File: src/rtl/commit_ctrl.sv
// commit_ctrl: retire sequencer between the ROB head and the register file.
// Retires one completed head per cycle; a mispredict starts a timed rollback.
module commit_ctrl #(
  parameter int ROB_BIT   = 4,
  parameter int RB_CYCLES = 2,
  parameter int CNT_W     = 32
) (
  input  logic               clk,
  input  logic               rst,
  input  logic               rdy,
  input  logic               stall_in,
  input  logic               head_vld,
  input  logic               head_done,
  input  logic [ROB_BIT-1:0] head_idx,
  input  logic               head_has_rd,
  input  logic [4:0]         head_rd,
  input  logic [31:0]        head_val,
  input  logic               head_mispred,
  input  logic [31:0]        head_tgt,
  output logic               head_pop,
  output logic               rf_wr_ena,
  output logic [4:0]         rf_wr_rd,
  output logic [31:0]        rf_wr_val,
  output logic [ROB_BIT-1:0] rf_wr_idx,
  output logic               reg_rb,
  output logic               redirect_ena,
  output logic [31:0]        redirect_pc,
  output logic               busy_rb,
  output logic [CNT_W-1:0]   commit_cnt
);

  localparam logic [0:0] RUN   = 1'b0;
  localparam logic [0:0] FLUSH = 1'b1;
  localparam logic [3:0] RB_LOAD = 4'(RB_CYCLES - 1);

  logic [0:0] state;
  logic [3:0] flush_cnt;

  // Tag 0 means "no producer", so a head carrying it is never consumed.
  assign head_pop = (state == RUN) & !rst & rdy & !stall_in &
                    head_vld & head_done & (head_idx != '0);

  assign busy_rb = (state == FLUSH);
  assign reg_rb  = busy_rb;

  always_ff @(posedge clk) begin
    if (rst) begin
      state        <= RUN;
      flush_cnt    <= 4'd0;
      rf_wr_ena    <= 1'b0;
      rf_wr_rd     <= 5'd0;
      rf_wr_val    <= 32'd0;
      rf_wr_idx    <= '0;
      redirect_ena <= 1'b0;
      redirect_pc  <= 32'd0;
      commit_cnt   <= '0;
    end else if (rdy) begin
      rf_wr_ena    <= 1'b0;
      redirect_ena <= 1'b0;
      if (head_pop) begin
        rf_wr_ena  <= head_has_rd & (head_rd != 5'd0);
        rf_wr_rd   <= head_rd;
        rf_wr_val  <= head_val;
        rf_wr_idx  <= head_idx;
        commit_cnt <= commit_cnt + CNT_W'(1);
        if (head_mispred) begin
          state        <= FLUSH;
          flush_cnt    <= RB_LOAD;
          redirect_ena <= 1'b1;
          redirect_pc  <= head_tgt;
        end
      end else if (state == FLUSH) begin
        // Leaving FLUSH on the zero count keeps reg_rb high RB_CYCLES cycles.
        if (flush_cnt == 4'd0) begin
          state <= RUN;
        end else begin
          flush_cnt <= flush_cnt - 4'd1;
        end
      end
    end
  end

endmodule

File: config.mk
export PLATFORM = sky130hd
export DESIGN_NAME = commit_ctrl
export DESIGN_NICKNAME = d
export VERILOG_FILES = /design/src/rtl/commit_ctrl.sv
export SDC_FILE = /design/constraint.sdc
export NUM_CORES = 1
export LEC_CHECK = 0
export BUFFER_PORTS_ARGS = -buffer_cell sky130_fd_sc_hd__buf_2
export CAP_MARGIN = 15
export CELL_PAD_IN_SITES_DETAIL_PLACEMENT = 0
export CELL_PAD_IN_SITES_GLOBAL_PLACEMENT = 2
export CORE_MARGIN = 8
export CORE_UTILIZATION = 25
export DETAILED_ROUTE_END_ITERATION = 8
export GPL_TIMING_DRIVEN = 0
export HOLD_SLACK_MARGIN = 0.03
export PLACE_DENSITY = 0.81
export SYNTH_ARGS = -nofsm -noshare
export SYNTH_HDL_FRONTEND = slang
export SYNTH_SLANG_ARGS = --single-unit
File: constraint.sdc
create_clock -name clk -period 3.5 [get_ports clk]
set_clock_uncertainty 0.15 [all_clocks]
set_input_delay 0.7 -clock clk [delete_from_list [all_inputs] [get_ports clk]]
set_output_delay 0.7 -clock clk [all_outputs]
set_load 0.03 [all_outputs]
==> results of run 1 <==
-- tightest hold or removal path, cell delays in order (launching register included) --
cell     delay, ns
dfxtp_1       0.31
nand2_1       0.05
a21oi_1       0.05
-- flip-flops by register name, summed over array words and instances, names as in the netlist --
name,flops
busy_rb,1
flush_cnt,4
rf_wr_val,32
rf_wr_idx,4
rf_wr_ena,1
commit_cnt,32
redirect_ena,1
rf_wr_rd,5
redirect_pc,32
-- Yosys cell counts (5+ instances only) --
library cell	number
nor3_1	13
clkbuf_1	23
buf_2	6
nor2_1	33
and4_1	6
dfxtp_1	112
o21ai_0	5
xnor2_1	28
nand3_1	10
a21oi_1	82
nand2_1	163
buf_6	5
inv_1	11
nor4_1	15
nand4_1	6
-- worst min-delay path by stage --
stage,start,endpoint,slack [ns]
after floorplan,flush_cnt[2],flush_cnt[2],0.31
after global placement,rf_wr_val[25],rf_wr_val[25],0.29
after global routing,rf_wr_val[15],rf_wr_val[15],0.32
after CTS,redirect_pc[26],redirect_pc[26],0.31
after detailed placement,rf_wr_val[15],rf_wr_val[15],0.30
final,rf_wr_val[1],rf_wr_val[1],0.31
-- routing by layer --
layer / up-vias / global-route usage, % / share of wire [%]
met5: - / 0 / 0.18
met4: 4 / 4.437 / 1.3
met3: 15 / 6.472 / 10
met2: 136 / 21.43 / 46
met1: 1968 / 15.90 / 42
li1: 2212 / - / -
-- power by group through the flow --
stage / clock network (mW) / logic [mW] / registers (mW)
after global routing: 1.17 / 0.152 / 1.29
after detailed placement: 0 / 0.140 / 1.32
after floorplan: 0 / 0.0456 / 1.33
after global placement: 0 / 0.140 / 1.32
final: 1.07 / 0.138 / 1.29
after CTS: 1.12 / 0.141 / 1.29
-- cell type report --
type                    instances  area (um2)
clock buffers                  11       252.7
inverters                      12       46.29
clock inverters                 4       52.55
plain buffers                  35       180.2
fillers                      1851       11320
multi-input cells             384        1917
well taps                     225       281.5
repair buffers                189       945.9
flip-flops and latches        112        2242
-- cell families after synthesis --
kind of cell,after synthesis
buffers and inverters,47
AOI/OAI and AO/OA,93
adders and majority gates,2
xor gates and xnor gates,29
DFF,112
and+or+nand+nor,260
-- per-stage QoR --
stage	utilization (%)	area, um2
6_report	34.34	5918
5_1_grt	34.34	5918
4_1_cts	34.34	5918
3_5_place_dp	32.56	5613
3_3_place_gp	32.56	5613
2_1_floorplan	-	4385
==> qor.yml, run 1 <==
setup_path:
  crit_type: "in2out"
  crit-reg2reg-capture: "commit_cnt[30]"
  worst-path-buf-inv: 5
  critPathSlowestCell: "or4b_4"
  critPathCapture: "head_pop"
  cpLargestDelayFamily: "simple AND/OR/NAND/NOR gates"
  setup.worst_path.start: "rst"
  crit_top_cell: "buf_2"
  critPathLaunchType: "input pin"
  cp.depth: 7
  crit_required_ns: 2.65
  worst_ep_arrival_time_ns: 2.48
  worstSetupEndpointType: "output pin"
  r2r-start: "busy_rb"
  reg2reg_depth: 6
  crit_path_max_incr_delay_ns: 0.54
  r2r_setup_slack_ns: 0.58
  crit_path_cell_trace: "buf_2, or4b_4, or3_1, buf_6, clkinv_2, buf_2, buf_2"
  crit_fanout: 10
sta:
  rsz0062_at_grt: "false"
  slew_headroom_pct: 35.86
  layout_min_cycle_time_ns: 3.335
  tightest_slew_ns: 0.9488
  fmax_ghz: 0.2999
  fin_setup_tns_ns: 0
  slew_viol_final: 0
  setup_violations: 0
  final_hold_viol_count: 0
  fin_crit_sh_pct: 95.28
  setup_slack_ns: 0.1651
  holdWs_ns: 0.3051
clocking:
  cts_tree: "built"
  clk_pin_slew_worst_paths_ns: 0.07
  cts.path.max_buffers: 2
  cts_made_buffers: 9
  clkLatencyLatePin_ns: 0.35
  cts_setup_buffers: 0
  ctsHoldBuffers: 0
  cts_num_sinks: 112
  htreeDepth: 3
  post_cts_resize_count: 0
  cts_root_buffer: "clkbuf_16"
power:
  power_frac_comb_pct: 5.5
  p_leak_nw: 2.433
  seq_power_share_pct: 51.6
  power.switching_mw: 0.5644
  netSwitchingFraction_pct: 22.63
  intPower_mw: 1.929
  p_clk_share_pct: 42.9
  power_mw: 2.494
  peakVddDrop_mv: 0.2104
  power_density_nw_per_um2: 421.4
grt:
  grt_max_degree: 18
  grt_pass1_vias: 4489
  grt_pass1_wl_um: 23880
  antenna_found_initial: 2
  grt_overflow_total: 0
  grt_usage_pct: 13.59
logic_synthesis:
  synth_nets: 626
  synthMuxAreaShare_pct: 0
  syn_area_um2: 4385
  yosys.area_share.xor_xnor_pct: 5.792
  synth_top_family_by_area: "simple AND/OR/NAND/NOR gates"
  postSynthAreaPerCell_um2: 8.076
  synth_cells: 543
  synth_top_area_share_pct: 51.13
  synth_edf_count: 0
  synthArstFlopShare_pct: 0
  synth_largest_area_cell: "dfxtp_1"
  synth_flop_cell: "dfxtp_1"
  synth_fa_ha_area_share_pct: 0.5706
  yosysWarningCount: 0
  ys_ff_latch: 112
  synth.area.top_cells: "dfxtp_1 51%, nand2_1 14%, a21oi_1 9.4%"
  ys_seq_area_share_pct: 51.13
  synth_compound_area_share_pct: 10.98
  synth_simple_gate_area_share_pct: 26.36
  synth_cell_types: 35
die:
  coreArea_um2: 17240
  rows: 48
  initial_core_util_pct: 25.44
  dieArea_um2: 22040
  die_y_um: 148.4
  pin_count: 191
  die_w_um: 148.4
job:
  cap_violations: 0
finish:
  final_layout_size_suffix_gt1_share_pct: 29.45
  antenna_cells: 0
  syn_to_final_growth_pct: 34.95
  final_common_cell: "buf_2"
  nets: 826
  instances_no_fill: 972
  mostFrequentLayoutCells: "195 x buf_2, 163 x nand2_1, 112 x dfxtp_1, 82 x a21oi_1, 33 x nor2_1"
place:
  io_buffers: 189
  dp_slack_ns: 0.1358
  dp.cells: 957
  gp_congestion: 0.7421
  dp_hpwl_um: 11630
detailed_routing:
  post_drt_wl_per_cell_um: 15.23
  drt_iter0_markers: 198
  wl_um: 14800
  via_per_inst: 4.460
  ant_nets: 0
  firstDrtPassIters: 4
  drc: 0
  vias: 4335
hold_path:
  hp-class: "reg2reg"
  worst_hold_path.num_cells: 2
run_status:
  status: "completed"
(Power assumes the default switching activity.)
==> run 2, diff against run 1 <==
Settings changed: ABC_AREA set to 1, GPL_TIMING_DRIVEN 0 to unset, PLACE_DENSITY 0.81 to unset, PLACE_DENSITY_LB_ADDON set to 0.1.
==> run 2 against run 1 <==
  * Final area rose by 6.3%
  * Worst setup slack better by 0.98 ns
  * Non-clock buffer count decreased by 28
  * Sequential share of layout area down 2.3 points
  * Die area increased by 9.7%
  * Routed wire length up 14%
  * Worst hold slack gained 0.0082 ns
  * Critical endpoint unchanged
  * Largest cell class unchanged
  * Largest power group unchanged
==> qor.yml, run 2 <==
clocking:
  cts_setup_buffers: 0
  ctsHoldBuffers: 0
  cts_root_buffer: "clkbuf_16"
  cts_made_buffers: 9
  post_cts_resize_count: 0
  cts_num_sinks: 112
  htreeDepth: 3
  clkLatencyLatePin_ns: 0.36
  clk_pin_slew_worst_paths_ns: 0.08
  cts.path.max_buffers: 2
  cts_tree: "built"
sta:
  setup_violations: 0
  rsz0062_at_grt: "false"
  fin_setup_tns_ns: 0
  layout_min_cycle_time_ns: 2.360
  slew_headroom_pct: 57.88
  final_hold_viol_count: 0
  fin_crit_sh_pct: 67.42
  tightest_slew_ns: 0.6318
  slew_viol_final: 0
  setup_slack_ns: 1.140
  fmax_ghz: 0.4238
logic_synthesis:
  synth_largest_area_cell: "dfxtp_1"
  synth_cell_types: 26
  synth.area.top_cells: "dfxtp_1 46%, nand2_1 11%, nor2_1 11%"
  synth_edf_count: 0
  ys_ff_latch: 112
  synthArstFlopShare_pct: 0
  syn_area_um2: 4866
  postSynthAreaPerCell_um2: 6.961
  yosysWarningCount: 0
  synth_flop_cell: "dfxtp_1"
  ys_seq_area_share_pct: 46.08
  synth_common_cells: "148 x nand2_1, 148 x nor2_1, 112 x dfxtp_1, 58 x o21ai_0, 57 x a21oi_1"
  synth_top_area_share_pct: 46.08
  synth_cells: 699
  synth_nets: 782
die:
  die_y_um: 155.5
  dieArea_um2: 24180
  coreArea_um2: 19270
  initial_core_util_pct: 25.25
  rows: 51
  pin_count: 191
  die_w_um: 155.5
grt:
  grt_usage_pct: 13.85
  antenna_found_initial: 0
  grt_overflow_total: 0
  grt_pass1_wl_um: 26830
  grt_pass1_vias: 4868
  grt_max_degree: 94
setup_path:
  crit_fanout: 4
  crit_required_ns: 2.65
  worst_ep_arrival_time_ns: 1.51
  setup.worst_path.start: "rdy"
  r2r-start: "busy_rb"
  critPathLaunchType: "input pin"
  worstSetupEndpointType: "output pin"
  crit_type: "in2out"
  crit-reg2reg-capture: "redirect_pc[27]"
  reg2reg_depth: 8
  r2r_setup_slack_ns: 1.47
hold_path:
  min_from: "redirect_pc[4]"
  min_to: "redirect_pc[4]"
  hp-class: "reg2reg"
  worst_hold_path.num_cells: 2
power:
  intPower_mw: 1.843
  power.switching_mw: 0.6433
  peakVddDrop_mv: 0.2168
  netSwitchingFraction_pct: 25.87
  p_clk_share_pct: 40.8
  power_density_nw_per_um2: 395.2
  p_leak_nw: 2.702
  power_frac_comb_pct: 7.2
  seq_power_share_pct: 52.0
job:
  cap_violations: 0
detailed_routing:
  ant_nets: 0
  drc: 0
  post_drt_wl_per_cell_um: 14.80
  wl_um: 16890
  firstDrtPassIters: 4
  vias: 4976
  drt_iter0_markers: 246
  via_per_inst: 4.361
finish:
  nets: 954
  mostFrequentLayoutCells: "190 x buf_2, 148 x nor2_1, 148 x nand2_1, 112 x dfxtp_1, 58 x o21ai_0"
  top_regs: "commit_cnt x32, redirect_pc x32, rf_wr_val x32"
  syn_to_final_growth_pct: 29.31
  final_common_cell: "buf_2"
  antenna_cells: 0
  final_layout_size_suffix_gt1_share_pct: 25.80
place:
  dp_hpwl_um: 12280
  gp_congestion: 0.7735
  io_buffers: 190
  dp_slack_ns: 0.9792
run_status:
  status: "completed"
==> run 2: cell count changes in the layout (fill, tap and decap cells not counted), sizes merged, moves of 5 or more <==
| cell | previous run | this run |
|---|---|---|
| nor2 | 33 | 157 |
| o21ai | 5 | 58 |
| nand3 | 10 | 58 |
| inv | 12 | 51 |
| xnor2 | 28 | 0 |
| a21oi | 82 | 57 |
| clkbuf | 34 | 9 |
| nand2 | 163 | 148 |
| nor4 | 16 | 1 |
| and4 | 6 | 0 |
| buf | 201 | 196 |
| nor3 | 13 | 8 |
==> run 2: cell families after synthesis <==
| logic type | synth area share (%) |
|---|---|
| XOR/XNOR | 0.1800 |
| AND/OR/NAND/NOR | 33.27 |
| AO/OA/AOI/OAI | 12.09 |
| buffers and inverters | 7.868 |
| flip-flops | 46.08 |
| adder cells (fa/ha/maj) | 0.5142 |
==> run 2: how the worst max path moves through the flow <==
stage	to	slack [ns]	cells past startpoint
finish	head_pop	1.14	6
global route	head_pop	1.07	6
CTS	head_pop	1.12	6
detailed placement	commit_cnt[8]	0.98	11
global placement	commit_cnt[8]	1.02	11
floorplan	head_pop	1.22	6
==> run 2: layout make-up <==
cell class	count	area, um2
Multi-Input combinational cell	502	2241
Clock inverter	7	56.30
Sequential cell	112	2242
Inverter	50	187.7
Timing Repair Buffer	196	1008
Clock buffer	9	225.2
Tap cell	265	331.6
Fill cell	2187	12980
==> run 2: layer usage <==
| metal | global-route usage (%) | wire, um | vias up |
|---|---|---|---|
| met5 | 0 | 0 | - |
| met4 | 3.466 | 140 | 0 |
| met3 | 4.133 | 1153 | 10 |
| met2 | 22.46 | 7758 | 127 |
| met1 | 17.63 | 7835 | 2254 |
| li1 | - | - | 2585 |
==> run 2: worst max-delay path, cell delays in order <==
cell	delay (ns)
buf_2	0.12
inv_2	0.06
nor2_4	0.14
nand3_2	0.10
nor2_4	0.14
buf_2	0.25
==> run 2: per-stage QoR <==
stage	instances	area [um2]	power (mW)	hold slack, ns	util, %
after floorplan	699	4866	1.422	0.3082	-
after global placement	1125	6011	1.504	0.2953	31.19
after detailed placement	1125	6011	1.505	0.3040	31.19
after CTS	1141	6292	2.541	0.3169	32.65
after global routing	1141	6292	2.609	0.3329	32.65
final	1141	6292	2.486	0.3133	32.65
==> run 2: power groups by stage <==
| stage | logic (mW) | clock network, mW | registers [mW] |
|---|---|---|---|
| after floorplan | 0.0717 | 0 | 1.35 |
| after detailed placement | 0.181 | 0 | 1.32 |
| final | 0.179 | 1.01 | 1.29 |
| after CTS | 0.182 | 1.07 | 1.29 |
| after global placement | 0.180 | 0 | 1.32 |
| after global routing | 0.198 | 1.11 | 1.30 |
